<file path="src/rtl/seg7_pkg.sv">
// Shared types and constants for the 4-digit 7-segment scan controller.
package seg7_pkg;

    localparam int unsigned NUM_DIGITS    = 4;
    localparam int unsigned DIGIT_SEL_W   = 2;
    localparam int unsigned VALUE_W       = 14;
    localparam int unsigned MAX_VALUE     = 9999;

    // Leading-zero blanking thresholds for digits 1, 2 and 3
    localparam int unsigned LZB_TENS      = 10;
    localparam int unsigned LZB_HUNDREDS  = 100;
    localparam int unsigned LZB_THOUSANDS = 1000;

    typedef enum logic [1:0] {
        BLANK = 2'd0,
        ON    = 2'd1,
        OFF   = 2'd2
    } slot_state_e;

    // Saturate a raw value to the largest 4-digit decimal number
    function automatic logic [VALUE_W-1:0] clamp_value(input logic [VALUE_W-1:0] v);
        return (32'(v) > MAX_VALUE) ? VALUE_W'(MAX_VALUE) : v;
    endfunction

endpackage

</file>
<file path="src/rtl/seg7_slot_timer.sv">
// Digit-slot timer: slot counter, wrap/restart strobes and BLANK/ON/OFF phase.
// The ON length is derived from brightness sampled on entry to each slot.
module seg7_slot_timer
    import seg7_pkg::*;
#(
    parameter int unsigned REFRESH_DIV  = 16,
    parameter int unsigned BLANK_CYCLES = 2
) (
    input  logic       clk,
    input  logic       rst_n,
    input  logic       enable_i,
    input  logic [2:0] brightness_i,
    output logic       wrap_c_o,
    output logic       restart_c_o,
    output logic       on_next_c_o
);

    localparam int unsigned CNT_W = $clog2(REFRESH_DIV);
    localparam int unsigned LEN_W = CNT_W + 1;

    logic [CNT_W-1:0] cnt_q, cnt_d;
    logic [LEN_W-1:0] len_q, len_d;
    slot_state_e      state_q, state_d;
    logic             en_q;
    logic             wrap_c, restart_c;

    // Lit cycles per slot for a brightness level, never less than one
    function automatic logic [LEN_W-1:0] on_len(input logic [2:0] b);
        int unsigned len;
        len = ((REFRESH_DIV - BLANK_CYCLES) * (32'(b) + 32'd1)) >> 3;
        if (len == 0) len = 1;
        return LEN_W'(len);
    endfunction

    // Next counter, sampled ON length and phase for the coming cycle
    always_comb begin
        wrap_c    = enable_i && en_q && (cnt_q == CNT_W'(REFRESH_DIV - 1));
        restart_c = enable_i && !en_q;
        cnt_d     = '0;
        state_d   = BLANK;
        if (enable_i && en_q && !wrap_c) cnt_d = cnt_q + CNT_W'(1);
        len_d = (cnt_d == '0) ? on_len(brightness_i) : len_q;
        if (!enable_i || (32'(cnt_d) < BLANK_CYCLES)) begin
            state_d = BLANK;
        end else if ((state_q == OFF) && (cnt_d != '0)) begin
            state_d = OFF;
        end else if ((32'(cnt_d) - BLANK_CYCLES) < 32'(len_d)) begin
            state_d = ON;
        end else begin
            state_d = OFF;
        end
    end

    // Slot counter, ON length and phase registers
    always_ff @(posedge clk or negedge rst_n) begin
        if (!rst_n) begin
            cnt_q   <= '0;
            len_q   <= LEN_W'(REFRESH_DIV - BLANK_CYCLES);
            state_q <= BLANK;
            en_q    <= 1'b0;
        end else begin
            cnt_q   <= cnt_d;
            len_q   <= len_d;
            state_q <= state_d;
            en_q    <= enable_i;
        end
    end

    assign wrap_c_o    = wrap_c;
    assign restart_c_o = restart_c;
    assign on_next_c_o = (state_d == ON);

endmodule

</file>
<file path="src/rtl/seg7_scan_ctrl.sv">
// Time-multiplexed scan controller for a 4-digit common-anode display.
// Values are committed tear-free at frame boundaries via a load/ack handshake.
// Define SEG7_LZB_EN to blank leading zeros on digits 1..3.
module seg7_scan_ctrl
    import seg7_pkg::*;
#(
    parameter int unsigned REFRESH_DIV  = 16,
    parameter int unsigned BLANK_CYCLES = 2
) (
    input  logic                   clk,
    input  logic                   rst_n,
    input  logic                   enable,
    input  logic [2:0]             brightness,
    input  logic [VALUE_W-1:0]     value_in,
    input  logic                   value_load,
    output logic                   value_ack,
    output logic [VALUE_W-1:0]     disp_value,
    output logic [DIGIT_SEL_W-1:0] digit_select,
    output logic [NUM_DIGITS-1:0]  an,
    output logic                   frame_start
);

    logic wrap_c, restart_c, on_next_c, frame_edge_c, digit_lit_c;

    logic [DIGIT_SEL_W-1:0] digit_q, digit_d;
    logic [VALUE_W-1:0]     disp_q, disp_d;
    logic [VALUE_W-1:0]     pend_q, pend_d;
    logic                   pend_vld_q, pend_vld_d;
    logic                   ack_q, ack_d;
    logic                   frame_q, frame_d;
    logic [NUM_DIGITS-1:0]  an_q, an_d;

    seg7_slot_timer #(
        .REFRESH_DIV  (REFRESH_DIV),
        .BLANK_CYCLES (BLANK_CYCLES)
    ) u_timer (
        .clk          (clk),
        .rst_n        (rst_n),
        .enable_i     (enable),
        .brightness_i (brightness),
        .wrap_c_o     (wrap_c),
        .restart_c_o  (restart_c),
        .on_next_c_o  (on_next_c)
    );

    // Digit sequencing, commit handshake and anode decode for the next cycle
    always_comb begin
        frame_edge_c = restart_c || (wrap_c && (digit_q == DIGIT_SEL_W'(NUM_DIGITS - 1)));
        digit_d      = digit_q;
        disp_d       = disp_q;
        pend_d       = pend_q;
        pend_vld_d   = pend_vld_q;
        ack_d        = 1'b0;
        frame_d      = frame_edge_c;
        an_d         = '1;

        if (!enable || restart_c) begin
            digit_d = '0;
        end else if (wrap_c) begin
            digit_d = digit_q + DIGIT_SEL_W'(1);
        end

        // A load landing on a commit opportunity bypasses the pending slot
        if (value_load && (frame_edge_c || !enable)) begin
            disp_d     = clamp_value(value_in);
            ack_d      = 1'b1;
            pend_vld_d = 1'b0;
        end else if (frame_edge_c && pend_vld_q) begin
            disp_d     = pend_q;
            ack_d      = 1'b1;
            pend_vld_d = 1'b0;
        end else if (value_load) begin
            pend_d     = clamp_value(value_in);
            pend_vld_d = 1'b1;
        end

        digit_lit_c = 1'b1;
`ifdef SEG7_LZB_EN
        case (digit_d)
            DIGIT_SEL_W'(3): digit_lit_c = (32'(disp_d) >= LZB_THOUSANDS);
            DIGIT_SEL_W'(2): digit_lit_c = (32'(disp_d) >= LZB_HUNDREDS);
            DIGIT_SEL_W'(1): digit_lit_c = (32'(disp_d) >= LZB_TENS);
            default:         digit_lit_c = 1'b1;
        endcase
`endif

        if (on_next_c && digit_lit_c) an_d = ~(NUM_DIGITS'(1) << digit_d);
    end

    // Output and handshake registers
    always_ff @(posedge clk or negedge rst_n) begin
        if (!rst_n) begin
            digit_q    <= '0;
            disp_q     <= '0;
            pend_q     <= '0;
            pend_vld_q <= 1'b0;
            ack_q      <= 1'b0;
            frame_q    <= 1'b0;
            an_q       <= '1;
        end else begin
            digit_q    <= digit_d;
            disp_q     <= disp_d;
            pend_q     <= pend_d;
            pend_vld_q <= pend_vld_d;
            ack_q      <= ack_d;
            frame_q    <= frame_d;
            an_q       <= an_d;
        end
    end

    assign value_ack    = ack_q;
    assign disp_value   = disp_q;
    assign digit_select = digit_q;
    assign an           = an_q;
    assign frame_start  = frame_q;

endmodule

</file>
<file path="config.mk">
export PLATFORM = sky130hd
export DESIGN_NAME = seg7_scan_ctrl
export DESIGN_NICKNAME = d
export VERILOG_FILES = /design/src/rtl/seg7_pkg.sv /design/src/rtl/seg7_slot_timer.sv /design/src/rtl/seg7_scan_ctrl.sv
export SDC_FILE = /design/constraint.sdc
export NUM_CORES = 1
export LEC_CHECK = 0
export BUFFER_PORTS_ARGS = -buffer_cell sky130_fd_sc_hd__buf_4
export CORE_MARGIN = 4
export CORE_UTILIZATION = 27
export DETAILED_ROUTE_END_ITERATION = 10
export GPL_ROUTABILITY_DRIVEN = 0
export HOLD_SLACK_MARGIN = 0.02
export PLACE_DENSITY = 0.42
export RECOVER_POWER = 25
export SLEW_MARGIN = 30
export SYNTH_ARGS = -nofsm -noshare
export SYNTH_HDL_FRONTEND = slang
export SYNTH_SLANG_ARGS = --single-unit
</file>
<file path="constraint.sdc">
create_clock -name clk -period 4.2 [get_ports clk]
set_input_delay 0.84 -clock clk [delete_from_list [all_inputs] [get_ports clk]]
set_output_delay 0.84 -clock clk [all_outputs]
set_load 0.02 [all_outputs]
</file>
==> metrics <==
clk root buf=clkbuf_8; Peak VDD IR=0.145 mV; # fillers=988; Synth Warn #=0; grt met3 use=2.23%; Syn Area/Cell=9.68 um2; WHS=0.492 ns; DP HPWL=4350 um; Static Leakage=1.63 nW; gr ovfl total=0; max-cap viol count=1; DIE AREA=11,500 um2; Synth top area share=39.6%; multiplexer area fraction after synthesis=7.22%; Routed WL=5950 um; CP Launch Type=input pin; FF-to-FF path depth=13; largest family of logic cells by synthesized area=simple AND/OR/NAND/NOR gates; antenna cells=0; cts bufs inserted=5; post-route cell area=3290 um2; synth unique cells=45; part of the Yosys area used for sequential elements=46.6%; layout cells sized above 1=25.3%; Mapped Nets=309; M2 GR Usage=16.7%; GRT Overall Usage=10.8%; I/O pins=43; number of synthesized flops with an enable pin=0; drt wl/cell=13.1 um; CORE AREA=9420 um2; setup violators final=0; Worst Hold Class=reg -> reg; DR iter-0 viols=56; Async S/R FF share, synth=100%; DRC violations left=0; crit-path most repeated cell=ha_1; min Tclk post-route=4.01 ns; slew margin rel.=-83.2%; Starting Density=28.2%; hold-critical path depth=2; hold_buf cts=0; Data required, critical path=4.43 ns; vias in the first global route=2,020; final max-slew violation count=50; FF-to-FF setup slack=0.81 ns; worst clock skew=0.00790 ns; placed cell area=3130 um2; antenna violations before repair=0; area leader, netlist=dfrtp_1; reg-to-reg startpoint=u_timer.cnt_q[0]; CP endpoint kind=flip-flop; top_reg_cell synth=dfrtp_1; PortBufs=42; #FFs+latches synth=49; post-synthesis simple-gate area fraction=18.0%; met1 usage=15.0%; crit path kind=in -> reg; Hold Path End=pend_q[12]; Mapped Area=2650 um2; drt pass-1 iters=4; Fin. Hold Viols=0; CTS max path bufs=2; critical path's largest stage delay=0.37 ns; via count=2,034; CP Cell Sequence=buf_4 -> ha_1 -> xor2_2 -> xnor2_2 -> ha_1 -> ha_1 -> a21o_1 -> a21oi_2 -> xor2_1 -> mux2i_1 -> ha_1 -> a211o_1 -> or2_0 -> o32a_1 -> o21ai_2 -> nand3b_1; Die Y=107 um; hold_sp=pend_q[12]; Clock transition at path regs=0.09 ns; Slew @ Worst Pin=2.75 ns; failing checks=capacitance limit, slew limit; slowest cell on the critical path=o32a_1; Core Rows=35; antenna viol nets, final=0; Area contributors post-synth=dfrtp_1 (40%), dfstp_2 (6.9%), mux2i_1 (6.8%); status=complete, but fails checks; worst flop-to-flop path endpoint=an[1]; DR vias/cell=4.49; post-synthesis adder-cell area fraction=6.89%; CTS tree=done; Die W=107 um; largest net degree at the start of global routing=50; CP arrival=4.23 ns; busiest metal layer after global routing=met2; Mapped Cells=274; period utilization=95.4%; clock latency on the worst-skew pair=0.31 ns; fmax=250 MHz; area added between synthesis and finish=23.9%; xor and xnor area share after synthesis=2.97%; CTS H-tree depth=2; clk sinks=49; Power per Cell Area=395 nW/um2; fin nets=358; first-pass GRT wire length=9940 um; Compound-Gate Fraction of Synth Area=12.6%; critical path peak fanout=4
## logic make-up (layout without fill, tap and decap cells)
kind of cell               after synthesis  in the layout
adders and majority gates               14             14
AOI/OAI and AO/OA                       55             55
DFF                                     49             49
buffers and inverters                   30             80
and+or+nand+nor                         98             98
xor gates and xnor gates                 9              9
muxes                                   19             19
## through the flow
step	util (%)	worst slack (ns)	instances	power, mW	setup TNS (ns)
2_1_floorplan	-	0.0591	274	0.765	0
3_3_place_gp	33.2	-0.156	444	0.901	-0.689
3_5_place_dp	33.3	-0.224	445	0.903	-1.10
4_1_cts	34.7	0.0938	453	1.32	0
5_1_grt	34.9	-0.00987	453	1.38	-0.00987
6_report	34.9	0.193	453	1.30	0
## worst max-delay path, delay by kind of cell
family | cells | cell delay [ns]
multiplexers | 1 | 0.11
XOR/XNOR | 3 | 0.50
adder cells (fa/ha/maj) | 4 | 1.15
AND/OR/NAND/NOR | 2 | 0.32
AO/OA/AOI/OAI | 5 | 1.21
buffers and inverters | 1 | 0.12
## cell usage after synthesis (3+ instances only)
cell type  instances
a21oi_1           25
buf_2              5
buf_6              3
dfrtp_1           42
dfstp_2            7
ha_1              13
inv_1             19
mux2i_1           18
nand2_1           38
nand2b_1           5
nand3_1            9
nand4_1            3
nor2_1            19
nor3_1            10
o21ai_0           16
xnor2_1            5
xor2_1             4
## final cells by class
class,instances,area (um2),share of cell area (%)
Sequential cell,49,1230,37.6
Timing Repair Buffer,53,390,11.9
Tap cell,129,161,4.91
Clock inverter,3,68.8,2.09
Multi-Input combinational cell,195,1290,39.3
Inverter,19,71.3,2.17
Clock buffer,5,68.8,2.09
## cells in the final DEF, fill, tap and decap left out, types with 5 or more instances in the layout
cell | netlist | final
buf_4 | 0 | 51
dfrtp_1 | 42 | 42
nand2_1 | 38 | 37
a21oi_1 | 25 | 24
inv_1 | 19 | 19
nor2_1 | 19 | 18
mux2i_1 | 18 | 18
o21ai_0 | 16 | 16
ha_1 | 13 | 13
nor3_1 | 10 | 10
nand3_1 | 9 | 9
dfstp_2 | 7 | 7
nand2b_1 | 5 | 5
clkbuf_8 | 1 | 5
## metal layers
| layer | wire length, um | vias up | part of all wire [%] |
|---|---|---|---|
| li1 | - | 1042 | - |
| met1 | 2930 | 947 | 49 |
| met2 | 2680 | 36 | 45 |
| met3 | 240 | 9 | 4.0 |
| met4 | 97 | 0 | 1.6 |
| met5 | 0 | - | 0 |
## state kept, by name (all words and copies together), names as in the netlist
signal / count
value_ack: 1
u_timer.len_q: 5
pend_vld_q: 1
u_timer.en_q: 1
u_timer.cnt_q: 4
digit_select: 2
frame_start: 1
disp_value: 14
an: 4
u_timer.state_q: 2
pend_q: 14
## power breakdown
group	internal [mW]	switching [mW]	leakage, nW
clock	0.240	0.165	0.0687
sequential	0.538	0.0309	0.589
combinational	0.151	0.173	0.972
total	0.928	0.369	1.63
## how the worst max path moves through the flow
stage               slack (ns)     startpoint  endpoint
floorplan                 0.06  brightness[0]     an[1]
global placement         -0.16  brightness[0]     an[1]
detailed placement       -0.22  brightness[0]     an[1]
CTS                       0.09  brightness[0]     an[1]
global route             -0.01  brightness[0]     an[3]
finish                    0.19  brightness[0]     an[1]
## what timing repair did
item                       in CTS  in global routing
gates resized for setup         0                  3
buffers inserted                0                  0
setup endpoints to repair       0                  6
Note: power is estimated with default switching activity, not from simulation.
